## src/rtl/adc_burst_scheduler_if.sv

```systemverilog
`default_nettype none
// ============================================================================
// Module   : adc_burst_scheduler_if
// Purpose  : FIFO read side and PSRAM write-burst side of the ADC burst
//            scheduler, bundled so the scheduler and its neighbours share one
//            set of signal names.
// Revision : 1.0 - initial release
// ============================================================================
interface adc_burst_scheduler_if #(
    parameter int DATA_WIDTH = 16,
    parameter int LVL_W      = 8,
    parameter int ADDR_W     = 22
);
    // FIFO side
    logic [LVL_W-1:0]      fifo_level;
    logic                  fifo_empty;
    logic                  fifo_rd_en;
    logic [DATA_WIDTH-1:0] fifo_data;

    // PSRAM controller side
    logic                  mem_req;
    logic                  mem_ack;
    logic                  mem_busy;
    logic [ADDR_W-1:0]     mem_addr;
    logic [LVL_W-1:0]      mem_len;
    logic                  mem_wvalid;
    logic [DATA_WIDTH-1:0] mem_wdata;

    // Scheduler view
    modport master (
        input  fifo_level,
        input  fifo_empty,
        input  fifo_data,
        input  mem_ack,
        input  mem_busy,
        output fifo_rd_en,
        output mem_req,
        output mem_addr,
        output mem_len,
        output mem_wvalid,
        output mem_wdata
    );

    // FIFO + memory controller view
    modport slave (
        output fifo_level,
        output fifo_empty,
        output fifo_data,
        output mem_ack,
        output mem_busy,
        input  fifo_rd_en,
        input  mem_req,
        input  mem_addr,
        input  mem_len,
        input  mem_wvalid,
        input  mem_wdata
    );
endinterface
`default_nettype wire

```

## src/rtl/adc_burst_scheduler.sv

```systemverilog
`default_nettype none
// ============================================================================
// Module   : adc_burst_scheduler
// Purpose  : Drains the ADC sample FIFO into PSRAM in fixed-length write
//            bursts and flushes the remainder when acquisition stops.
// Revision : 1.0 - initial release
// ============================================================================
module adc_burst_scheduler #(
    parameter int DATA_WIDTH = 16,
    parameter int LVL_W      = 8,
    parameter int BURST_LEN  = 16,
    parameter int ADDR_W     = 22,
    parameter int MEM_WORDS  = 4194304
) (
    input  wire logic             clk,
    input  wire logic             rst_n,
    input  wire logic             acq_en_i,
    adc_burst_scheduler_if.master bus,
    output logic                  wrapped_o,
    output logic                  flush_done_o
);

    localparam logic [LVL_W-1:0]      C_BURST_LEN = LVL_W'(BURST_LEN);
    localparam logic [ADDR_W:0]       C_MEM_WORDS = (ADDR_W+1)'(MEM_WORDS);
    localparam logic [LVL_W-1:0]      C_ONE       = LVL_W'(1);
    localparam logic [DATA_WIDTH-1:0] C_ZERO_DATA = '0;

    typedef enum logic [2:0] {
        S_IDLE   = 3'd0,
        S_REQ    = 3'd1,
        S_STREAM = 3'd2,
        S_DRAIN  = 3'd3,
        S_SETTLE = 3'd4
    } state_t;

    state_t            state_q;
    logic              acq_q;
    logic              flush_pending_q;
    logic              flush_burst_q;
    logic              settle_q;
    logic [LVL_W-1:0]  pop_cnt_q;
    logic [LVL_W-1:0]  mem_len_q;
    logic [ADDR_W-1:0] mem_addr_q;
    logic              mem_req_q;
    logic              rd_en_q;
    logic              wvalid_q;
    logic              wrapped_q;
    logic              flush_done_q;

    logic              acq_fall_d;
    logic [ADDR_W:0]   addr_sum_d;
    logic              addr_wrap_d;
    logic [ADDR_W-1:0] addr_next_d;
    logic              full_ready_d;
    logic              flush_ready_d;

    // The sum is one bit wider so that a start address near the top of a
    // full 2^ADDR_W space cannot overflow before the wrap compare.
    always_comb begin
        acq_fall_d    = acq_q & ~acq_en_i;
        addr_sum_d    = {1'b0, mem_addr_q} + (ADDR_W+1)'(mem_len_q);
        addr_wrap_d   = (addr_sum_d >= C_MEM_WORDS);
        addr_next_d   = addr_wrap_d ? ADDR_W'(addr_sum_d - C_MEM_WORDS)
                                    : ADDR_W'(addr_sum_d);
        full_ready_d  = acq_en_i && !bus.fifo_empty &&
                        (bus.fifo_level >= C_BURST_LEN);
        flush_ready_d = flush_pending_q && !bus.fifo_empty &&
                        (bus.fifo_level != '0);
    end

    always_ff @(posedge clk or negedge rst_n) begin
        if (!rst_n) begin
            state_q         <= S_IDLE;
            acq_q           <= 1'b0;
            flush_pending_q <= 1'b0;
            flush_burst_q   <= 1'b0;
            settle_q        <= 1'b0;
            pop_cnt_q       <= '0;
            mem_len_q       <= '0;
            mem_addr_q      <= '0;
            mem_req_q       <= 1'b0;
            rd_en_q         <= 1'b0;
            wvalid_q        <= 1'b0;
            wrapped_q       <= 1'b0;
            flush_done_q    <= 1'b0;
        end else begin
            acq_q        <= acq_en_i;
            wvalid_q     <= rd_en_q;
            flush_done_q <= 1'b0;

            case (state_q)
                S_IDLE: begin
                    if (full_ready_d) begin
                        mem_len_q     <= C_BURST_LEN;
                        flush_burst_q <= 1'b0;
                        mem_req_q     <= 1'b1;
                        state_q       <= S_REQ;
                    end else if (flush_ready_d) begin
                        mem_len_q     <= bus.fifo_level;
                        flush_burst_q <= 1'b1;
                        mem_req_q     <= 1'b1;
                        state_q       <= S_REQ;
                    end else if (flush_pending_q && bus.fifo_empty) begin
                        flush_done_q    <= 1'b1;
                        flush_pending_q <= 1'b0;
                    end
                end

                S_REQ: begin
                    if (bus.mem_ack) begin
                        mem_req_q <= 1'b0;
                        rd_en_q   <= 1'b1;
                        pop_cnt_q <= '0;
                        state_q   <= S_STREAM;
                    end
                end

                S_STREAM: begin
                    if (pop_cnt_q == (mem_len_q - C_ONE)) begin
                        rd_en_q <= 1'b0;
                        state_q <= S_DRAIN;
                    end else begin
                        pop_cnt_q <= pop_cnt_q + C_ONE;
                    end
                end

                // The final beat leaves wvalid_q the cycle after the last pop.
                S_DRAIN: begin
                    if (!wvalid_q && !bus.mem_busy) begin
                        mem_addr_q <= addr_next_d;
                        if (addr_wrap_d) begin
                            wrapped_q <= 1'b1;
                        end
                        settle_q <= 1'b0;
                        state_q  <= S_SETTLE;
                    end
                end

                // Two idle cycles let the registered FIFO level catch up.
                S_SETTLE: begin
                    if (settle_q) begin
                        state_q <= S_IDLE;
                        if (flush_burst_q) begin
                            flush_done_q    <= 1'b1;
                            flush_pending_q <= 1'b0;
                        end
                    end else begin
                        settle_q <= 1'b1;
                    end
                end

                default: begin
                    state_q <= S_IDLE;
                end
            endcase

            // A fresh stop edge re-arms the flush even if one just finished.
            if (acq_fall_d) begin
                flush_pending_q <= 1'b1;
            end
        end
    end

    assign bus.fifo_rd_en = rd_en_q;
    assign bus.mem_req    = mem_req_q;
    assign bus.mem_addr   = mem_addr_q;
    assign bus.mem_len    = mem_len_q;
    assign bus.mem_wvalid = wvalid_q;
    // FIFO read data lands in the same cycle as wvalid; gate it so the bus
    // reads zero outside a beat and during reset.
    assign bus.mem_wdata  = wvalid_q ? bus.fifo_data : C_ZERO_DATA;
    assign wrapped_o      = wrapped_q;
    assign flush_done_o   = flush_done_q;

endmodule
`default_nettype wire

```

## src/flat_wrapper.sv

```systemverilog
// flat-port wrapper written by rule: the top's interface ports become plain ports
module adc_burst_scheduler_flat 
#(
    parameter int DATA_WIDTH = 16,
    parameter int LVL_W      = 8,
    parameter int BURST_LEN  = 16,
    parameter int ADDR_W     = 22,
    parameter int MEM_WORDS  = 4194304
)
  (clk, rst_n, acq_en_i, wrapped_o, flush_done_o, bus_fifo_level, bus_fifo_empty, bus_fifo_data, bus_mem_ack, bus_mem_busy, bus_fifo_rd_en, bus_mem_req, bus_mem_addr, bus_mem_len, bus_mem_wvalid, bus_mem_wdata);
  adc_burst_scheduler_if #(.DATA_WIDTH(DATA_WIDTH), .LVL_W(LVL_W), .ADDR_W(ADDR_W)) bus_i ();
  input  wire logic clk;
  input  wire logic rst_n;
  input  wire logic acq_en_i;
  output logic wrapped_o;
  output logic flush_done_o;
  input wire logic [$bits(bus_i.fifo_level)-1:0] bus_fifo_level;
  input wire logic [$bits(bus_i.fifo_empty)-1:0] bus_fifo_empty;
  input wire logic [$bits(bus_i.fifo_data)-1:0] bus_fifo_data;
  input wire logic [$bits(bus_i.mem_ack)-1:0] bus_mem_ack;
  input wire logic [$bits(bus_i.mem_busy)-1:0] bus_mem_busy;
  output wire logic [$bits(bus_i.fifo_rd_en)-1:0] bus_fifo_rd_en;
  output wire logic [$bits(bus_i.mem_req)-1:0] bus_mem_req;
  output wire logic [$bits(bus_i.mem_addr)-1:0] bus_mem_addr;
  output wire logic [$bits(bus_i.mem_len)-1:0] bus_mem_len;
  output wire logic [$bits(bus_i.mem_wvalid)-1:0] bus_mem_wvalid;
  output wire logic [$bits(bus_i.mem_wdata)-1:0] bus_mem_wdata;
  assign bus_i.fifo_level = bus_fifo_level;
  assign bus_i.fifo_empty = bus_fifo_empty;
  assign bus_i.fifo_data = bus_fifo_data;
  assign bus_i.mem_ack = bus_mem_ack;
  assign bus_i.mem_busy = bus_mem_busy;
  assign bus_fifo_rd_en = bus_i.fifo_rd_en;
  assign bus_mem_req = bus_i.mem_req;
  assign bus_mem_addr = bus_i.mem_addr;
  assign bus_mem_len = bus_i.mem_len;
  assign bus_mem_wvalid = bus_i.mem_wvalid;
  assign bus_mem_wdata = bus_i.mem_wdata;
  adc_burst_scheduler #(.DATA_WIDTH(DATA_WIDTH), .LVL_W(LVL_W), .BURST_LEN(BURST_LEN), .ADDR_W(ADDR_W), .MEM_WORDS(MEM_WORDS)) u_core (.clk(clk), .rst_n(rst_n), .acq_en_i(acq_en_i), .bus(bus_i), .wrapped_o(wrapped_o), .flush_done_o(flush_done_o));
endmodule
```

## config.mk

```make
export PLATFORM = sky130hd
export DESIGN_NAME = adc_burst_scheduler_flat
export DESIGN_NICKNAME = d
export VERILOG_FILES = /design/src/rtl/adc_burst_scheduler_if.sv /design/src/rtl/adc_burst_scheduler.sv /design/src/flat_wrapper.sv
export SDC_FILE = /design/constraint.sdc
export NUM_CORES = 1
export LEC_CHECK = 0
export ABC_AREA = 1
export CORE_MARGIN = 5
export CORE_UTILIZATION = 40
export CTS_BUF_LIST = sky130_fd_sc_hd__clkbuf_4
export DETAILED_ROUTE_END_ITERATION = 16
export PLACE_DENSITY = 0.72
export SLEW_MARGIN = 20
export SYNTH_ARGS = -nofsm -noshare
export SYNTH_HDL_FRONTEND = slang
export SYNTH_SLANG_ARGS = --single-unit
```

## constraint.sdc

```tcl
create_clock -name clk -period 4.17 [get_ports clk]
set_clock_uncertainty 0.2 [all_clocks]
set_input_delay 0.417 -clock clk [delete_from_list [all_inputs] [get_ports clk]]
set_output_delay 0.417 -clock clk [all_outputs]
set_load 0.01 [all_outputs]
```

==> flow_metrics.tcl, run 1 <==
set metrics [dict create \
    post_cts_buffers 0 \
    grt_pass1_wl_um 13900 \
    synth.cell_area_mm2 0.00322 \
    synth_fa_ha_area_share_pct 4.51 \
    synth-simple-area-share_pct 33.4 \
    ys_ff_latch 50 \
    cts_resized 0 \
    numPortBuffers 80 \
    netlist_top_cells_count "130 x nand2_1, 67 x inv_1, 50 x dfrtp_1, 37 x nand3_1, 32 x nor2_1" \
    ctsHoldBuffers 1 \
    layout-drive-gt1-share_pct 7.62 \
    p_leak_nw 2.19 \
    hold_viol 0 \
    critPathCaptureType "primary output" \
    syn-instance-count 439 \
    drt_iter0_markers 161 \
    run_status "completed" \
    synth_flop_cell "dfrtp_1" \
    postPlaceCellArea_mm2 0.00413 \
    worstSetupStartpointType "register" \
    gp_congestion 0.864 \
    clock_path_buffers 2 \
    finalCriticalPeriod_ps 2440 \
    fin_crit_sh_pct 58.6 \
    avgSynthCellArea_um2 7.32 \
    yosys_warnings 0 \
    power_density_mw_per_mm2 562 \
    clk_pin_slew_ps 160 \
    ant_nets 0 \
    dp.final_hpwl_um 6480 \
    ff2ff_path_depth 7 \
    ir_drop_mv 0.186 \
    grt_max_degree 42 \
    h-tree-depth 2 \
    avgRoutedWirePerCell_um 12.9 \
    setup_viol 0 \
    synth_edf_count 0 \
    synth-compound-area-share_pct 7.20 \
    cts_tree "done" \
    track_usage_pct 17.1 \
    postLayoutCellArea_mm2 0.00422 \
    hold_path_class "in -> async" \
    floorplan.die_area_mm2 0.00993 \
    cp_max_fo 18 \
    setup_tns_ps 0 \
    fmax_mhz 409 \
    die_y_um 99.7 \
    maxCapViolations 0 \
    synth.mux.area_fraction_pct 0 \
    yosysSeqAreaShare_pct 38.9 \
    root_buffer "clkbuf_4" \
    layout.cells.non_filler 628 \
    maxSlewHeadroom_pct 62.7 \
    syn-num-nets 480 \
    cts_buffers 5 \
    viasPerCell 4.84 \
    dp.cells 618 \
    synth.top_cell.area_share_pct 38.9 \
    drt_first_pass_iters 4 \
    start_util_pct 41.4 \
    synthXorXnorAreaFrac_pct 6.26 \
    grt-ovfl-total 0 \
    die_x_um 99.7 \
    grt_pass1_vias 2935 \
    num_vias 3037 \
    postSynth.asyncResetShare_pct 100 \
    num-nets-final 565 \
    antenna_found_initial 1 \
    rsz0062_at_grt "false" \
    core_area_mm2 0.00777 \
    drv_slew 0 \
    clock_sinks 50 \
    num_io_pins 81 \
    rows 32 \
    synth_top_family_by_area "simple AND/OR/NAND/NOR gates" \
    synth.most_common_cell "nand2_1" \
    required_ps 3550 \
    path_class "reg -> out" \
    worst-slew-pin-transition_ps 559 \
    yosysTopAreaCell "dfrtp_1" \
    routed_wl_um 8120 \
    synth_cell_type_count 36 \
    drcViolationCount 0 \
    synth_area_leaders "dfrtp_1 39%, nand2_1 15%, inv_1 7.8%" \
    arrival_ps 1830 \
    area_delta_synth_final_pct 31.3 \
    insertion_delay_ps 370 \
]
[stage by stage]
step / power (mW) / setup slack (ps) / hold WS, ps / utilization, %
global route: 2.59 / 1610 / 206 / 54.3
floorplan: 1.59 / 2150 / -78.6 / -
global placement: 2.06 / 1690 / 83.7 / 53.1
CTS: 2.39 / 1700 / 201 / 54.3
detailed placement: 2.09 / 1650 / 93.6 / 53.1
finish: 2.37 / 1730 / 204 / 54.3
[placed cells by master (no fill, tap or decap), drive strengths merged]
master | netlist | routed
nand2 | 136 | 136
clkdlybuf4s50 | 0 | 79
inv | 77 | 77
dfrtp | 50 | 50
nand3 | 40 | 40
nor2 | 39 | 39
o21ai | 18 | 18
xnor2 | 13 | 13
a21oi | 12 | 12
nand4 | 12 | 12
xor2 | 10 | 10
ha | 10 | 10
clkbuf | 1 | 6
nor3 | 5 | 5
o22ai | 5 | 5
a21o | 2 | 2
a31oi | 2 | 2
or2 | 2 | 2
buf | 3 | 2
diode | 0 | 1
o31ai | 1 | 1
fa | 1 | 1
clkinvlp | 0 | 1
bufinv | 0 | 1
dlygate4sd3 | 0 | 1
[routing by layer]
layer / global-route usage, % / wire length [um] / up-vias
met5: 0 / 0 / -
met4: 6.30 / 168 / 0
met3: 2.10 / 364 / 11
met2: 28.7 / 3960 / 75
met1: 22.5 / 3630 / 1396
li1: - / - / 1555
[path summary, 6_finish.rpt]
| path | startpoint | to | slack (ps) |
|---|---|---|---|
| setup / recovery | u_core.bus.mem_wvalid | bus_mem_wdata[9] | 1730 |
| min in group clk | u_core.bus.fifo_rd_en | u_core.bus.mem_wvalid | 230 |
| max in group asynchronous | rst_n | u_core.acq_q | 2760 |
| hold reg to reg | u_core.bus.fifo_rd_en | u_core.bus.mem_wvalid | 230 |
| setup reg to reg | u_core.bus.mem_wvalid | u_core.bus.mem_addr[18] | 1880 |
| hold / removal | rst_n | u_core.bus.mem_len[7] | 200 |
[sequential cells by signal (all words and copies together), names as in the netlist]
signal	cells
u_core.settle_q	1
u_core.bus.mem_wvalid	1
u_core.flush_pending_q	1
u_core.acq_q	1
u_core.bus.mem_req	1
u_core.state_q	3
u_core.bus.fifo_rd_en	1
u_core.flush_burst_q	1
u_core.flush_done_o	1
u_core.wrapped_o	1
u_core.bus.mem_addr	22
u_core.bus.mem_len	8
u_core.pop_cnt_q	8
[critical path, stage by stage (launching register included)]
cell	delay, ps
dfrtp_1	720
nand2_1	130
inv_1	80
clkdlybuf4s50_1	530
[kinds of logic (layout without fill, tap and decap cells)]
group / after synthesis / in the layout
other: 0 / 1
flip-flops: 50 / 50
buffers and inverters: 81 / 167
AND/OR/NAND/NOR: 234 / 234
AO/OA/AOI/OAI: 40 / 40
adder cells (fa/ha/maj): 11 / 11
XOR/XNOR: 23 / 23
[report_power, final]
group / switching [mW] / internal (mW)
combinational: 0.727 / 0.575
sequential: 0.173 / 0.602
clock: 0.164 / 0.133
[final cells by class]
| cell class | instances | area [um^2] |
|---|---|---|
| sequential | 50 | 1250 |
| antenna | 1 | 2.50 |
| clock inverter | 2 | 37.5 |
| clock buffer | 6 | 45.0 |
| tap | 102 | 128 |
| multi-input combinational | 308 | 1650 |
| fill | 744 | 3550 |
| inverter | 77 | 292 |
| timing repair buffer | 82 | 813 |
No activity file was read; power rests on OpenSTA's default activity.
==> run 2, diff against run 1 <==
PLACE_DENSITY = 0.75   (was 0.72)
clock period = 2 ns   (was 4.17 ns; I/O delays follow)
==> flow_metrics.tcl, run 2 (synthesis gave the netlist of run 1 again) <==
set metrics [dict create \
    pre_cts_ws_ps -9.35 \
    crit_family "buffers and inverters" \
    grt_pass1_wl_um 13700 \
    fin_crit_sh_pct 97.6 \
    grt_max_degree 51 \
    required_ps 1600 \
    power_mw 5.61 \
    die_y_um 99.7 \
    num_io_pins 81 \
    numPortBuffers 80 \
    floorplan.die_area_mm2 0.00993 \
    area_delta_synth_final_pct 45.2 \
    layout_commonest_cell "nand2_1" \
    ff2ff_path_depth 10 \
    rsz0062_at_grt "true" \
    grt_util_met2_pct 29.9 \
    setup_viol 0 \
    crit_chain "buf_4 > buf_4 > clkdlybuf4s50_1" \
    worstSetupStartpointType "register" \
    dp.final_hpwl_um 6670 \
    run_status "completed" \
    worstReg2RegStart "u_core.bus.mem_addr[0]" \
    n_antenna_cell 0 \
    num-nets-final 594 \
    p_leak_nw 2.51 \
    avgRoutedWirePerCell_um 13.5 \
    hold_viol 0 \
    h-tree-depth 2 \
    maxCapViolations 0 \
    ir_drop_mv 0.473 \
    fin_ws_ps 48.0 \
    timing.critical_path.to "bus_mem_len[0]" \
    track_usage_pct 16.7 \
    cts_buffers 5 \
    drv_slew 0 \
    drt_iter0_markers 115 \
    core_area_mm2 0.00777 \
    use_met3_pct 2.17 \
    cp-startpoint "u_core.bus.mem_len[0]" \
    viasPerCell 4.79 \
    final_cell_mix "114 x nand2_1, 65 x inv_1, 63 x clkdlybuf4s50_1, 50 x dfrtp_1, 34 x nand3_1" \
    busiest_layer "met2" \
    grt_pass1_vias 2890 \
    final_util_pct 60.1 \
    grt-ovfl-total 0 \
    arrival_ps 1550 \
    worst-slew-pin-transition_ps 350 \
    die_x_um 99.7 \
    cts_tree "done" \
    critPathCaptureType "primary output" \
    setup_tns_ps 0 \
    crit_buf_inv 3 \
    largest_reg_flops 22 \
    use_met1_pct 21.1 \
    insertion_delay_ps 380 \
    postPlaceCellArea_mm2 0.00431 \
    cp_slowest_cell "clkdlybuf4s50_1" \
    cp.depth 3 \
    ant_nets 0 \
    clock_sinks 50 \
    clk_pin_slew_ps 160 \
    routed_wl_um 8850 \
    cp_max_fo 3 \
    postLayoutCellArea_mm2 0.00467 \
    root_buffer "clkbuf_4" \
    slowest_delay_ps 470 \
    power_density_mw_per_mm2 1200 \
    gp_congestion 0.912 \
    fmax_mhz 512 \
    finalCriticalPeriod_ps 1950 \
    maxSlewHeadroom_pct 76.6 \
    layout-drive-gt1-share_pct 19.0 \
    drcViolationCount 0 \
    num_vias 3140 \
    clock_path_buffers 2 \
    antenna_found_initial 0 \
    crit_top_cell "buf_4" \
    reg2reg_slack_ps 60 \
    critical_path.reg2reg.endpoint "u_core.bus.mem_addr[18]" \
    start_util_pct 41.4 \
    drt_first_pass_iters 4 \
    path_class "reg -> out" \
    rows 32 \
    hold_path_class "in -> async" \
]
## run 2: worst min path at each step
stage                        endpoint  cells past startpoint
2_1_floorplan            u_core.acq_q                      0
3_3_place_gp      u_core.pop_cnt_q[4]                      2
3_5_place_dp      u_core.pop_cnt_q[7]                      2
4_1_cts        u_core.flush_pending_q                      3
5_1_grt                  u_core.acq_q                      1
6_report       u_core.flush_pending_q                      3
## run 2: routing by layer
metal / wire [um] / up-vias
li1: - / 1620
met1: 3730 / 1452
met2: 4670 / 58
met3: 314 / 10
met4: 131 / 0
met5: 0 / -
## run 2: worst reg2reg max path, cell delays in order, from the launching register on
cell	delay, ps
dfrtp_1	440
ha_2	200
fa_2	350
nand3_2	80
nand2_2	70
nand3_2	80
nand2_2	70
nand2_4	110
nor2_8	50
nand2_1	80
xor2_1	150
## run 2: per-stage QoR
step,hold WS (ps),instances
floorplan,-296,439
global placement,7.28,640
detailed placement,10.9,640
CTS,115,651
global route,131,656
finish,114,656
## run 2: final cells by class
class                           instances  area, um^2
Tap cell                              102         128
Clock inverter                          3        47.5
Clock buffer                            5        37.5
Timing Repair Buffer                  111        1090
Sequential cell                        50        1250
Fill cell                             699        3100
Inverter                               77         292
Multi-Input combinational cell        308        1820
## run 2: timing repair
action,4_1_cts,5_1_grt
endpoints found under the hold margin,50,0
hold buffers,1,0
cloned,0,1
gates resized for setup,1,60
setup buffers,2,4
pin swaps,0,14
endpoints found under the setup margin,25,40
## run 2: where the power goes
part / internal, mW / switching, mW / total [mW]
clock network: 0.270 / 0.350 / 0.621
logic: 1.61 / 1.89 / 3.49
registers: 1.26 / 0.241 / 1.50
==> run 3, diff against run 2 <==
SETUP_SLACK_MARGIN = 0.1   (was not set)
==> flow_metrics.tcl, run 3 (synthesis gave the netlist of run 1 again) <==
set metrics [dict create \
    dp.final_hpwl_um 6840 \
    postLayoutCellArea_mm2 0.00477 \
    largest_reg_flops 22 \
    maxCapViolations 0 \
    arrival_ps 2130 \
    drcViolationCount 0 \
    worst-slew-pin-transition_ps 517 \
    track_usage_pct 17.3 \
    hold_path_class "in -> async" \
    fmax_mhz 502 \
    numPortBuffers 80 \
    layout.cells.non_filler 661 \
    grt_pass1_vias 2989 \
    insertion_delay_ps 400 \
    cp_max_fo 7 \
    grt_util_met2_pct 28.5 \
    grt_pass1_wl_um 14300 \
    drt_iter0_markers 153 \
    run_status "completed" \
    layout_commonest_cell "nand2_1" \
    use_met1_pct 23.2 \
    num_vias 3263 \
    n_antenna_cell 0 \
    start_util_pct 41.4 \
    pre_cts_ws_ps -17.7 \
    reg2reg_slack_ps 9 \
    clock_path_buffers 2 \
    gp_congestion 0.874 \
    final_util_pct 61.4 \
    p_leak_nw 2.55 \
    grt-ovfl-total 0 \
    routed_wl_um 8860 \
    crit_top_cell "nand2_2" \
    rows 32 \
    grt_max_degree 31 \
    ir_drop_mv 0.512 \
    area_delta_synth_final_pct 48.2 \
    final_cell_mix "116 x nand2_1, 64 x inv_1, 51 x clkdlybuf4s50_1, 43 x dfrtp_1, 32 x nand3_1" \
    num_io_pins 81 \
    avgRoutedWirePerCell_um 13.4 \
    antenna_found_initial 0 \
    viasPerCell 4.94 \
    fin_crit_sh_pct 99.5 \
    clock_sinks 50 \
    hold_viol 0 \
    rsz0062_at_grt "true" \
    cts_buffers 5 \
    cts_tree "done" \
    crit_chain "ha_4 > fa_2 > nand3_2 > nand2_2 > nand3_2 > nand2_2 > nand2_4 > nor2_8 > nand2_2 > xor2_1" \
    cp_slowest_cell "dfrtp_2" \
    core_area_mm2 0.00777 \
    worstSetupStartpointType "register" \
    layout-drive-gt1-share_pct 22.2 \
    fin_ws_ps 9.48 \
    required_ps 2140 \
    setup_viol 0 \
    h-tree-depth 2 \
    dp.cells 632 \
    root_buffer "clkbuf_4" \
    die_y_um 99.7 \
    num-nets-final 599 \
    drv_slew 0 \
    floorplan.die_area_mm2 0.00993 \
    power_density_mw_per_mm2 1190 \
    ant_nets 0 \
    clk_pin_slew_ps 180 \
    critPathCaptureType "register" \
    hold_ws_ps 90.1 \
    die_x_um 99.7 \
    path_class "reg -> reg" \
    drt_first_pass_iters 5 \
    postPlaceCellArea_mm2 0.00432 \
    slowest_delay_ps 470 \
    busiest_layer "met2" \
    maxSlewHeadroom_pct 65.5 \
    use_met3_pct 3.16 \
    finalCriticalPeriod_ps 1990 \
]
run 3: cell types whose count changed in the layout (fill, tap and decap cells not counted), moves of 4 or more:
| cell | delta |
|---|---|
| clkdlybuf4s50_1 | -12 |
| dlygate4sd2_1 | +12 |
| clkdlybuf4s15_1 | +7 |
| dfrtp_1 | -7 |
| dfrtp_2 | +7 |
| dlymetal6s2s_1 | -7 |
| nand2_2 | -7 |
| nand2_4 | +5 |
| buf_4 | +4 |
run 3: through the flow:
step	power (mW)	setup TNS (ps)
finish	5.67	0
global route	6.11	-1060
CTS	5.18	-3.39
detailed placement	4.63	-45.8
global placement	4.53	0
floorplan	3.43	0
run 3: area by class of cell:
class | count | area, um^2
multi-input combinational | 308 | 1920
inverter | 77 | 292
fill | 665 | 3000
timing repair buffer | 116 | 1110
tap | 102 | 128
clock buffer | 5 | 37.5
sequential | 50 | 1260
clock inverter | 3 | 26.3
run 3: routing by layer:
metal  up-vias  routed length, um
li1       1623                  -
met1      1532               3750
met2        87               4380
met3        21                526
met4         0                193
met5         -                  0
run 3: what timing repair did:
action,CTS,global route
setup endpoints to repair,41,35
pin swaps,9,18
cloned,0,0
endpoints found under the hold margin,50,0
gates resized for setup,29,57
hold buffers,1,0
buffers inserted,7,13
run 3: worst paths after layout:
path                       cells past startpoint             startpoint                      end
setup / recovery                              10  u_core.bus.mem_len[0]  u_core.bus.mem_addr[18]
hold / removal                                 2                  rst_n   u_core.bus.mem_addr[2]
hold reg to reg                                0  u_core.bus.fifo_rd_en    u_core.bus.mem_wvalid
min in group clk                               1               acq_en_i             u_core.acq_q
max in group asynchronous                      3                  rst_n        u_core.state_q[0]
setup reg to reg                              10  u_core.bus.mem_len[0]  u_core.bus.mem_addr[18]
run 3: critical path, delay by kind of cell, from the launching register on:
| kind | cells | cell delay (ps) |
|---|---|---|
| adders and majority gates | 2 | 570 |
| and+or+nand+nor | 7 | 540 |
| DFF | 1 | 470 |
| xor gates and xnor gates | 1 | 150 |
run 3: report_power, final:
| part | switching, mW | total (mW) | internal (mW) |
|---|---|---|---|
| registers | 0.268 | 1.53 | 1.26 |
| clock network | 0.377 | 0.527 | 0.149 |
| logic | 1.93 | 3.61 | 1.68 |
| total | 2.58 | 5.67 | 3.09 |
